`src/rtl/wb_trap_pkg.sv`:
```
// rtl/wb_trap_pkg.sv - shared constants and types for the writeback/trap unit
// Contents: opcode constants, trap CSR addresses, cause codes, interrupt cause
// table, WB_EXC bit positions, mstatus bit positions, trap FSM state enum.
package wb_trap_pkg;

    localparam logic [6:0] OP_LOAD   = 7'b0000011;
    localparam logic [6:0] OP_IMM    = 7'b0010011;
    localparam logic [6:0] OP_REG    = 7'b0110011;
    localparam logic [6:0] OP_IMM32  = 7'b0011011;
    localparam logic [6:0] OP_REG32  = 7'b0111011;
    localparam logic [6:0] OP_LUI    = 7'b0110111;
    localparam logic [6:0] OP_AUIPC  = 7'b0010111;
    localparam logic [6:0] OP_JAL    = 7'b1101111;
    localparam logic [6:0] OP_JALR   = 7'b1100111;
    localparam logic [6:0] OP_SYSTEM = 7'b1110011;

    localparam logic [31:0] MRET_IR = 32'h3020_0073;

    localparam logic [11:0] CSR_MSTATUS = 12'h300;
    localparam logic [11:0] CSR_MEPC    = 12'h341;
    localparam logic [11:0] CSR_MCAUSE  = 12'h342;
    localparam logic [11:0] CSR_MTVAL   = 12'h343;

    localparam int CAUSE_W = 4;

    localparam logic [CAUSE_W-1:0] CAUSE_IAM     = 4'd0;
    localparam logic [CAUSE_W-1:0] CAUSE_IAF     = 4'd1;
    localparam logic [CAUSE_W-1:0] CAUSE_II      = 4'd2;
    localparam logic [CAUSE_W-1:0] CAUSE_LAM     = 4'd4;
    localparam logic [CAUSE_W-1:0] CAUSE_LAF     = 4'd5;
    localparam logic [CAUSE_W-1:0] CAUSE_SAM     = 4'd6;
    localparam logic [CAUSE_W-1:0] CAUSE_SAF     = 4'd7;
    localparam logic [CAUSE_W-1:0] CAUSE_ECALL_U = 4'd8;
    localparam logic [CAUSE_W-1:0] CAUSE_ECALL_M = 4'd11;

    localparam int EXC_IAM   = 0;
    localparam int EXC_IAF   = 1;
    localparam int EXC_II    = 2;
    localparam int EXC_ECALL = 3;
    localparam int EXC_LAM   = 4;
    localparam int EXC_LAF   = 5;
    localparam int EXC_SAM   = 6;
    localparam int EXC_SAF   = 7;

    localparam int MSTATUS_MIE    = 3;
    localparam int MSTATUS_MPIE   = 7;
    localparam int MSTATUS_MPP_LO = 11;

    // Interrupt line index -> mcause code: line 0 timer, line 1 external.
    function automatic logic [CAUSE_W-1:0] irq_cause(input int idx);
        case (idx)
            0:       irq_cause = 4'd7;
            1:       irq_cause = 4'd11;
            default: irq_cause = 4'd0;
        endcase
    endfunction

    // The state names the CSR write currently on the output port; the
    // mstatus write is produced on the way back to ST_IDLE.
    typedef enum logic [1:0] {
        ST_IDLE,
        ST_EPC,
        ST_CAUSE,
        ST_TVAL
    } trap_state_e;

endpackage

```
`src/rtl/trap_prio.sv`:
```
// rtl/trap_prio.sv - combinational exception/interrupt priority encoder
// Ports: exc (qualified exception vector), irq (pending lines), irq_en (global
// interrupt gate), privilege (selects the ECALL cause); trap_valid, is_irq and
// cause describe the winning trap.
module trap_prio
    import wb_trap_pkg::*;
#(
    parameter int NUM_IRQ = 2
) (
    input  logic [7:0]         exc,
    input  logic [NUM_IRQ-1:0] irq,
    input  logic               irq_en,
    input  logic [1:0]         privilege,
    output logic               trap_valid,
    output logic               is_irq,
    output logic [CAUSE_W-1:0] cause
);

    always_comb begin
        trap_valid = 1'b0;
        is_irq     = 1'b0;
        cause      = '0;
        // Ascending scan: the highest pending line is the one left standing.
        if (irq_en) begin
            for (int i = 0; i < NUM_IRQ; i++) begin
                if (irq[i]) begin
                    trap_valid = 1'b1;
                    is_irq     = 1'b1;
                    cause      = irq_cause(i);
                end
            end
        end
        // Any exception beats any interrupt; visited weakest first so each
        // stronger exception overwrites the cause.
        if (exc != 8'h00) begin
            trap_valid = 1'b1;
            is_irq     = 1'b0;
            if (exc[EXC_LAF])   cause = CAUSE_LAF;
            if (exc[EXC_SAF])   cause = CAUSE_SAF;
            if (exc[EXC_LAM])   cause = CAUSE_LAM;
            if (exc[EXC_SAM])   cause = CAUSE_SAM;
            if (exc[EXC_ECALL]) cause = (privilege == 2'd0) ? CAUSE_ECALL_U : CAUSE_ECALL_M;
            if (exc[EXC_IAM])   cause = CAUSE_IAM;
            if (exc[EXC_II])    cause = CAUSE_II;
            if (exc[EXC_IAF])   cause = CAUSE_IAF;
        end
    end

endmodule

```
`src/rtl/wb_trap_unit.sv`:
```
// rtl/wb_trap_unit.sv - writeback stage with machine-mode trap sequencer
// Inputs: WB_* writeback instruction bundle, IRQ_PEND, MSTATUS_IN/MTVEC_IN/
// MEPC_IN/PRIVILEGE CSR state. Outputs (all registered): RF_* register write,
// CSR_* CSR write, PC_REDIRECT/REDIRECT_PC fetch redirect, FLUSH, STALL,
// TRAP_TAKEN.
module wb_trap_unit
    import wb_trap_pkg::*;
#(
    parameter int XLEN    = 64,
    parameter int NUM_IRQ = 2
) (
    input  logic               CLK,
    input  logic               RESET,
    input  logic               WB_V,
    input  logic [31:0]        WB_IR,
    input  logic [XLEN-1:0]    WB_PC,
    input  logic [XLEN-1:0]    WB_NPC,
    input  logic [XLEN-1:0]    WB_ALU_RESULT,
    input  logic [XLEN-1:0]    WB_MEM_RESULT,
    input  logic [XLEN-1:0]    WB_CSR_RDATA,
    input  logic [XLEN-1:0]    WB_CSR_WDATA,
    input  logic [4:0]         WB_DRID,
    input  logic               WB_PC_MUX,
    input  logic [7:0]         WB_EXC,
    input  logic [XLEN-1:0]    WB_TVAL,
    input  logic [NUM_IRQ-1:0] IRQ_PEND,
    input  logic [XLEN-1:0]    MSTATUS_IN,
    input  logic [XLEN-1:0]    MTVEC_IN,
    input  logic [XLEN-1:0]    MEPC_IN,
    input  logic [1:0]         PRIVILEGE,
    output logic               RF_WE,
    output logic [4:0]         RF_WADDR,
    output logic [XLEN-1:0]    RF_WDATA,
    output logic               CSR_WE,
    output logic [11:0]        CSR_WADDR,
    output logic [XLEN-1:0]    CSR_WDATA,
    output logic               PC_REDIRECT,
    output logic [XLEN-1:0]    REDIRECT_PC,
    output logic               FLUSH,
    output logic               STALL,
    output logic               TRAP_TAKEN
);

    trap_state_e state, state_n;
    logic [XLEN-1:0] cause_q, cause_n, tval_q, tval_n;

    logic               rf_we_n, csr_we_n, pc_redirect_n, flush_n, stall_n, trap_taken_n;
    logic [4:0]         rf_waddr_n;
    logic [11:0]        csr_waddr_n;
    logic [XLEN-1:0]    rf_wdata_n, csr_wdata_n, redirect_pc_n;
    logic [XLEN-1:0]    trap_status, mret_status;
    logic               rd_write;

    logic [7:0]         exc_v;
    logic               irq_en, trap_valid, is_irq;
    logic [CAUSE_W-1:0] p_cause;

    assign exc_v  = WB_V ? WB_EXC : 8'h00;
    assign irq_en = WB_V && (MSTATUS_IN[MSTATUS_MIE] || (PRIVILEGE != 2'd3));

    trap_prio #(.NUM_IRQ(NUM_IRQ)) u_prio (
        .exc        (exc_v),
        .irq        (IRQ_PEND),
        .irq_en     (irq_en),
        .privilege  (PRIVILEGE),
        .trap_valid (trap_valid),
        .is_irq     (is_irq),
        .cause      (p_cause)
    );

    always_comb begin
        trap_status = MSTATUS_IN;
        trap_status[MSTATUS_MPIE] = MSTATUS_IN[MSTATUS_MIE];
        trap_status[MSTATUS_MIE]  = 1'b0;
        trap_status[MSTATUS_MPP_LO +: 2] = PRIVILEGE;

        mret_status = MSTATUS_IN;
        mret_status[MSTATUS_MIE]  = MSTATUS_IN[MSTATUS_MPIE];
        mret_status[MSTATUS_MPIE] = 1'b1;
        mret_status[MSTATUS_MPP_LO +: 2] = 2'b00;
    end

    always_comb begin
        state_n       = state;
        cause_n       = cause_q;
        tval_n        = tval_q;
        rd_write      = 1'b0;
        rf_we_n       = 1'b0;
        rf_waddr_n    = '0;
        rf_wdata_n    = '0;
        csr_we_n      = 1'b0;
        csr_waddr_n   = '0;
        csr_wdata_n   = '0;
        pc_redirect_n = 1'b0;
        redirect_pc_n = '0;
        flush_n       = 1'b0;
        stall_n       = 1'b0;
        trap_taken_n  = 1'b0;

        case (state)
            ST_IDLE: begin
                if (WB_V) begin
                    if (trap_valid) begin
                        // mepc is written straight from WB_PC; cause and tval
                        // are held for the following cycles.
                        state_n     = ST_EPC;
                        cause_n     = {is_irq, {(XLEN-1-CAUSE_W){1'b0}}, p_cause};
                        tval_n      = is_irq ? '0 : WB_TVAL;
                        csr_we_n    = 1'b1;
                        csr_waddr_n = CSR_MEPC;
                        csr_wdata_n = WB_PC;
                        stall_n     = 1'b1;
                    end else if (WB_IR == MRET_IR) begin
                        csr_we_n      = 1'b1;
                        csr_waddr_n   = CSR_MSTATUS;
                        csr_wdata_n   = mret_status;
                        pc_redirect_n = 1'b1;
                        redirect_pc_n = MEPC_IN;
                        flush_n       = 1'b1;
                    end else begin
                        case (WB_IR[6:0])
                            OP_LOAD: begin
                                rd_write   = 1'b1;
                                rf_wdata_n = WB_MEM_RESULT;
                            end
                            OP_IMM, OP_REG, OP_IMM32, OP_REG32, OP_LUI, OP_AUIPC: begin
                                rd_write   = 1'b1;
                                rf_wdata_n = WB_ALU_RESULT;
                            end
                            OP_JAL, OP_JALR: begin
                                rd_write   = 1'b1;
                                rf_wdata_n = WB_NPC;
                            end
                            OP_SYSTEM: begin
                                if (WB_IR[14:12] != 3'b000) begin
                                    rd_write    = 1'b1;
                                    rf_wdata_n  = WB_CSR_RDATA;
                                    csr_we_n    = 1'b1;
                                    csr_waddr_n = WB_IR[31:20];
                                    csr_wdata_n = WB_CSR_WDATA;
                                end
                            end
                            default: ;
                        endcase
                        rf_we_n       = rd_write && (WB_DRID != 5'd0);
                        rf_waddr_n    = rd_write ? WB_DRID : 5'd0;
                        pc_redirect_n = WB_PC_MUX;
                        redirect_pc_n = WB_ALU_RESULT;
                        flush_n       = WB_PC_MUX;
                    end
                end
            end
            ST_EPC: begin
                state_n     = ST_CAUSE;
                csr_we_n    = 1'b1;
                csr_waddr_n = CSR_MCAUSE;
                csr_wdata_n = cause_q;
                stall_n     = 1'b1;
            end
            ST_CAUSE: begin
                state_n     = ST_TVAL;
                csr_we_n    = 1'b1;
                csr_waddr_n = CSR_MTVAL;
                csr_wdata_n = tval_q;
                stall_n     = 1'b1;
            end
            ST_TVAL: begin
                // Final mstatus write commits the trap and redirects fetch.
                state_n       = ST_IDLE;
                csr_we_n      = 1'b1;
                csr_waddr_n   = CSR_MSTATUS;
                csr_wdata_n   = trap_status;
                pc_redirect_n = 1'b1;
                redirect_pc_n = MTVEC_IN & ~{{(XLEN-2){1'b0}}, 2'b11};
                flush_n       = 1'b1;
                stall_n       = 1'b1;
                trap_taken_n  = 1'b1;
            end
            default: state_n = ST_IDLE;
        endcase
    end

    always_ff @(posedge CLK) begin
        if (RESET) begin
            state       <= ST_IDLE;
            cause_q     <= '0;
            tval_q      <= '0;
            RF_WE       <= 1'b0;
            RF_WADDR    <= '0;
            RF_WDATA    <= '0;
            CSR_WE      <= 1'b0;
            CSR_WADDR   <= '0;
            CSR_WDATA   <= '0;
            PC_REDIRECT <= 1'b0;
            REDIRECT_PC <= '0;
            FLUSH       <= 1'b0;
            STALL       <= 1'b0;
            TRAP_TAKEN  <= 1'b0;
        end else begin
            state       <= state_n;
            cause_q     <= cause_n;
            tval_q      <= tval_n;
            RF_WE       <= rf_we_n;
            RF_WADDR    <= rf_waddr_n;
            RF_WDATA    <= rf_wdata_n;
            CSR_WE      <= csr_we_n;
            CSR_WADDR   <= csr_waddr_n;
            CSR_WDATA   <= csr_wdata_n;
            PC_REDIRECT <= pc_redirect_n;
            REDIRECT_PC <= redirect_pc_n;
            FLUSH       <= flush_n;
            STALL       <= stall_n;
            TRAP_TAKEN  <= trap_taken_n;
        end
    end

endmodule

```
`config.mk`:
```
export PLATFORM = sky130hd
export DESIGN_NAME = wb_trap_unit
export DESIGN_NICKNAME = d
export VERILOG_FILES = /design/src/rtl/wb_trap_pkg.sv /design/src/rtl/trap_prio.sv /design/src/rtl/wb_trap_unit.sv
export SDC_FILE = /design/constraint.sdc
export NUM_CORES = 1
export LEC_CHECK = 0
export CORE_AREA = 2 2 350 352
export CTS_BUF_LIST = sky130_fd_sc_hd__clkbuf_16
export DETAILED_ROUTE_END_ITERATION = 7
export DIE_AREA = 0 0 352 354
export GPL_TIMING_DRIVEN = 0
export PLACE_DENSITY = 0.36
export SLEW_MARGIN = 40
export SYNTH_ARGS = -nofsm -noshare
export SYNTH_HDL_FRONTEND = slang
export SYNTH_SLANG_ARGS = --single-unit
```
`constraint.sdc`:
```
create_clock -name CLK -period 2.23 [get_ports CLK]
set_input_delay 0.3345 -clock CLK [delete_from_list [all_inputs] [get_ports CLK]]
set_output_delay 0.3345 -clock CLK [all_outputs]
set_load 0.005 [all_outputs]
```
-- Yosys cells after proc, flatten, opt, wreduce, memory -nomap -nowiden
Index checks and enable logic that the tools add are counted.
- register bits: 285
- bits of input ports: 693
- output and inout port bits: 215
- equality and inequality tests: 17
- bitwise operators: 3
- reduce and logical (&&, ||, !) cells: 16
- multiplexer cells: 60
- operator list (kind ; count):
    $mux W64 ; 10
    $pmux W64 S4 ; 2
    $pmux W64 S2 ; 1
    $mux W12 ; 5
    $pmux W12 S4 ; 1
    $mux W4 ; 11
    $eq A32 B30 Y1 const B ; 1
    $eq A7 B5 Y1 const B ; 3
    $eq A7 B6 Y1 const B ; 3
    $eq A7 B7 Y1 const B ; 3
    $mux W1 ; 20
    $reduce_or A6 Y1 ; 2
    $reduce_or A9 Y1 ; 1
    $mux W8 ; 1
    $pmux W1 S2 ; 4
    $pmux W2 S4 ; 1
    $reduce_bool A8 Y1 ; 1
    $eq A7 B2 Y1 const B ; 1
    $mux W2 ; 3
    $ne A2 B2 Y1 const B ; 3
    $reduce_bool A5 Y1 ; 1
    $reduce_or A5 Y1 ; 1
    $eq A2 B2 Y1 const B ; 2
    $logic_not A2 Y1 ; 2
    other kinds (10) ; 13

-- Depth between registers and ports, before layout
- word-level depth: 13
- depth in mapped cells: 11
- depth with buffers taken out: 7

-- Modules after synthesis
A second synthesis with hierarchy kept.
- cell total of the unflattened synthesis: 1368
- area total of the unflattened synthesis: 12593.3 um^2
- modules (own cells, without submodules) (module ; seq. area each (um^2) ; area each (um^2) ; cells an instance ; instances):
    wb_trap_unit ; 5705.5 ; 12439.4 ; 1345 ; 1
    trap_prio ; 0.0 ; 153.9 ; 23 ; 1

-- Least setup slack after synthesis
Ideal clock, no wire load.
- path kind: input port to flip-flop
- from: input WB_EXC[4]
- to: register CSR_WDATA[62]
- slack: 0.075 ns
- stages: 7
- data arrival time: 2.080 ns
- buffers on the path: 2
- path through: or4_4 > a221o_1 > buf_6 > nor3_4 > buf_6 > nand2_1 > a31oi_1
- cells in the longest elaborated chain, start to end: 6
- ends and longest elaborated chain (what ; line ; text):
    from (decl) ; wb_trap_unit.sv:24 ; input logic [7:0] WB_EXC,
    $mux W8 ; wb_trap_unit.sv:58 ; assign exc_v = WB_V ? WB_EXC : 8'h00;
    $reduce_bool A8 Y1 ; trap_prio.sv:35 ; if (exc != 8'h00) begin
    $mux W1 ; trap_prio.sv:35 ;
    $mux W64 ; wb_trap_unit.sv:103 ; if (trap_valid) begin
    $mux W64 ; wb_trap_unit.sv:102 ; if (WB_V) begin
    $pmux W64 S4 ; wb_trap_unit.sv:100 ; case (state)
    to (signal assigned) ; wb_trap_unit.sv:208 ; CSR_WDATA <= csr_wdata_n;
    to (decl) ; wb_trap_unit.sv:36 ; output logic [XLEN-1:0] CSR_WDATA,
No other way between the ends.
A chain may end at the register's enable or synchronous reset.

-- Worst setup path in the final report
- from: input WB_EXC[5]
- to: register CSR_WDATA[9]
The elaborated chain is that of the path after synthesis.

==> flow_metrics.tcl <==
set metrics [dict create \
    rsz0062_at_grt "yes" \
    final_common_cell "clkdlybuf4s50_1" \
    crit_family "compound AO/OA/AOI/OAI gates" \
    end_kind "flip-flop" \
    layout_common_cells "893 x clkdlybuf4s50_1, 285 x dfxtp_1, 143 x nand2_1" \
    grt_pass1_vias 16900 \
    antenna_found_initial 38 \
    dominantRegCellSynth "dfxtp_1" \
    grt_use_total_pct 17.8 \
    drcViolationCount 5 \
    fin_skew_ns 0.0241 \
    avgRoutedWirePerCell_um 28.6 \
    fin_setup_tns_ns -0.00572 \
    vias_per_cell 3.95 \
    postRouteWirelength_mm 115 \
    n_fill_cell 13400 \
    io_buffers 902 \
    vias 15900 \
    die_w_um 352 \
    crit_type "input pin to flip-flop" \
    reg2regPathDepth 8 \
    place_congestion 0.831 \
    combPwrFrac_pct 28.9 \
    rrSetupSlack_ns 0.08 \
    synth_edf_count 0 \
    initial_core_util_pct 10.3 \
    hp-start "MTVEC_IN[60]" \
    cts_tree "done" \
    status "complete, but fails checks" \
    finalMaxSlewViolations 0 \
    synth_cell_type_count 51 \
    reg2reg_from "state[0]" \
    synth_area_um2 12500 \
    crit_slowest_cell "or4_4" \
    ys_seq_area_share_pct 45.7 \
    yosys.area.top_type "dfxtp_1" \
    gr-total-overflow 0 \
    clockBufferDepth 3 \
    yosysTopAreaCellShare_pct 45.7 \
    nets 3063 \
    ys_warn_count 0 \
    die_h_um 354 \
    drive_above_1_share_pct 11.1 \
    async_flop_share_pct 0 \
    dp.cells 3928 \
    core_um2 121000 \
    grt_start_max_net_pins 12 \
    dp_slack_ns -1.87 \
    dp_hpwl_mm 95.9 \
    total_power_mw 18.2 \
    p_switching_mw 5.88 \
    cts_made_buffers 43 \
    critical_path.max_stage_delay_ns 0.55 \
    htreeDepth 2 \
    rows 128 \
    seqPwrFrac_pct 32.5 \
    cts_hold_buf 0 \
    syn_to_final_growth_pct 108 \
    min_path_cells 3 \
    cp_max_fo 10 \
    ir_drop_mv 0.434 \
    startpoint_type "input pin" \
    clock-root-buffer "clkbuf_16" \
    ys_ff_latch 285 \
    p_leak_nw 8.83 \
    clock_latency_ns 0.62 \
    crit_buf_inv 3 \
    setup_violations 1 \
    violations "design-rule violations, negative setup slack" \
    syn_area_per_cell_um2 8.93 \
    io_pins 908 \
    powerDensity_nw_per_um2 701 \
    tightest_slew_ns 0.773 \
    ys_top_cells_by_area "dfxtp_1 46%, a222oi_1 5.5%, mux2i_1 5.2%" \
    hold_violations 0 \
    initialDrtViolationCount 1217 \
    required_ns 2.69 \
    ant_nets 0 \
    worst_slack_ns -0.00572 \
    syn-instance-count 1398 \
    clock_power_share_pct 38.6 \
    cts_sinks 285 \
    r2r_end "RF_WDATA[17]" \
    slew_headroom_pct 48.5 \
    p_sw_share_pct 32.2 \
    dieArea_um2 125000 \
    hold_end "REDIRECT_PC[60]" \
    dr.pass1.iters 8 \
    crit_chain "dlygate4sd2_1, or4_4, a221o_4, buf_16, clkbuf_4, a32o_1, a21oi_2, o21ai_1" \
    maxCapViolCount 0 \
    p_int_mw 12.4 \
    grt_pass1_wl_mm 151 \
    startpoint "WB_EXC[5]" \
    worst-endpoint-arrival_ns 2.69 \
    worstHoldPathType "input pin to flip-flop" \
    clock.fmax_mhz 447 \
    fin_cells 4030 \
    fin_crit_sh_pct 100 \
    synth_fp_nets 2095 \
    clk_pin_slew_ns 0.06 \
    finalCriticalPeriod_ns 2.24 \
]
stage by stage:
step / hold WS, ns / instance area (µm²) / util (%)
after floorplan: 0.437 / 12500 / -
after global placement: 0.448 / 23500 / 19.5
after detailed placement: 0.460 / 23600 / 19.6
after CTS: 0.180 / 25800 / 21.3
after global routing: 0.237 / 26000 / 21.5
final: 0.269 / 26000 / 21.5
state kept, by name, summed over array words and instances (netlist names), 2 cells and up:
signal	flops
REDIRECT_PC	64
state	2
CSR_WADDR	12
RF_WDATA	64
tval_q	64
cause_q	5
RF_WADDR	5
CSR_WDATA	64
cell families after synthesis:
| logic type | after synthesis | share of synthesized area, % |
|---|---|---|
| buffers and inverters | 157 | 5.40 |
| AO/OA/AOI/OAI | 535 | 30.1 |
| adder cells (fa/ha/maj) | 4 | 0.401 |
| multiplexers | 65 | 5.21 |
| AND/OR/NAND/NOR | 352 | 13.1 |
| flip-flops | 285 | 45.7 |
worst max-delay path by stage:
stage                            endpoint  slack [ns]  cells past startpoint
after floorplan             CSR_WDATA[62]        0.08                      7
after global placement     REDIRECT_PC[1]       -2.41                      7
after detailed placement  REDIRECT_PC[39]       -1.87                      7
after CTS                   CSR_WDATA[30]       -0.04                      8
after global routing        CSR_WDATA[45]       -0.01                      9
final                        CSR_WDATA[9]      -0.006                      8
Yosys cell counts (all sizes together), types with 2 or more instances:
cell    number
a211oi       5
a21oi      126
a221oi       2
a222oi      69
a22oi       71
a311oi       2
a31oi       14
a32o        52
a41oi       56
and2        14
and3        57
buf         32
clkbuf     119
dfxtp      285
ha           4
inv          6
mux2i       65
nand2      145
nand3        7
nand4        7
nor2        86
nor2b        5
nor3        10
nor4         7
nor4b        2
o21a         2
o21ai      126
o41ai        2
or3          2
or4          4
layer usage:
| metal | wire (µm) | track usage (%) | vias up |
|---|---|---|---|
| met5 | 193 | 0 | - |
| met4 | 1570 | 3.41 | 32 |
| met2 | 60100 | 33.0 | 771 |
| met3 | 10500 | 6.77 | 125 |
| met1 | 43000 | 19.1 | 7638 |
| li1 | - | - | 7339 |
what timing repair did:
action | CTS | global route
setup endpoints to repair | 285 | 208
resized for setup | 199 | 89
setup buffers | 12 | 9
endpoints found under the hold margin | 0 | 0
pin swaps | 7 | 8
cloned | 1 | 0
worst min-delay path: cells and delay by family:
family	cells	cell delay, ns
AND/OR/NAND/NOR	1	0.05
AO/OA/AOI/OAI	1	0.06
buffers and inverters	1	0.40
power by group through the flow:
| stage | clock, mW | combinational [mW] | sequential [mW] |
|---|---|---|---|
| global placement | 0 | 5.00 | 6.04 |
| finish | 7.04 | 5.26 | 5.92 |
| floorplan | 0 | 1.72 | 5.92 |
| detailed placement | 0 | 5.02 | 6.04 |
| global route | 7.53 | 5.67 | 5.98 |
| CTS | 7.42 | 5.30 | 5.94 |
cell type report:
| type | instances | area, µm² | share of cell area [%] |
|---|---|---|---|
| timing repair buffer | 927 | 9270 | 35.6 |
| multi-input combinational | 956 | 6500 | 25.0 |
| sequential | 285 | 5710 | 21.9 |
| tap | 1625 | 2030 | 7.82 |
| clock buffer | 44 | 1100 | 4.23 |
| buffer | 147 | 1070 | 4.13 |
| clock inverter | 34 | 290 | 1.12 |
| inverter | 6 | 22.5 | 0.0866 |
| antenna | 6 | 15.0 | 0.0577 |
(Power assumes the default switching activity.)
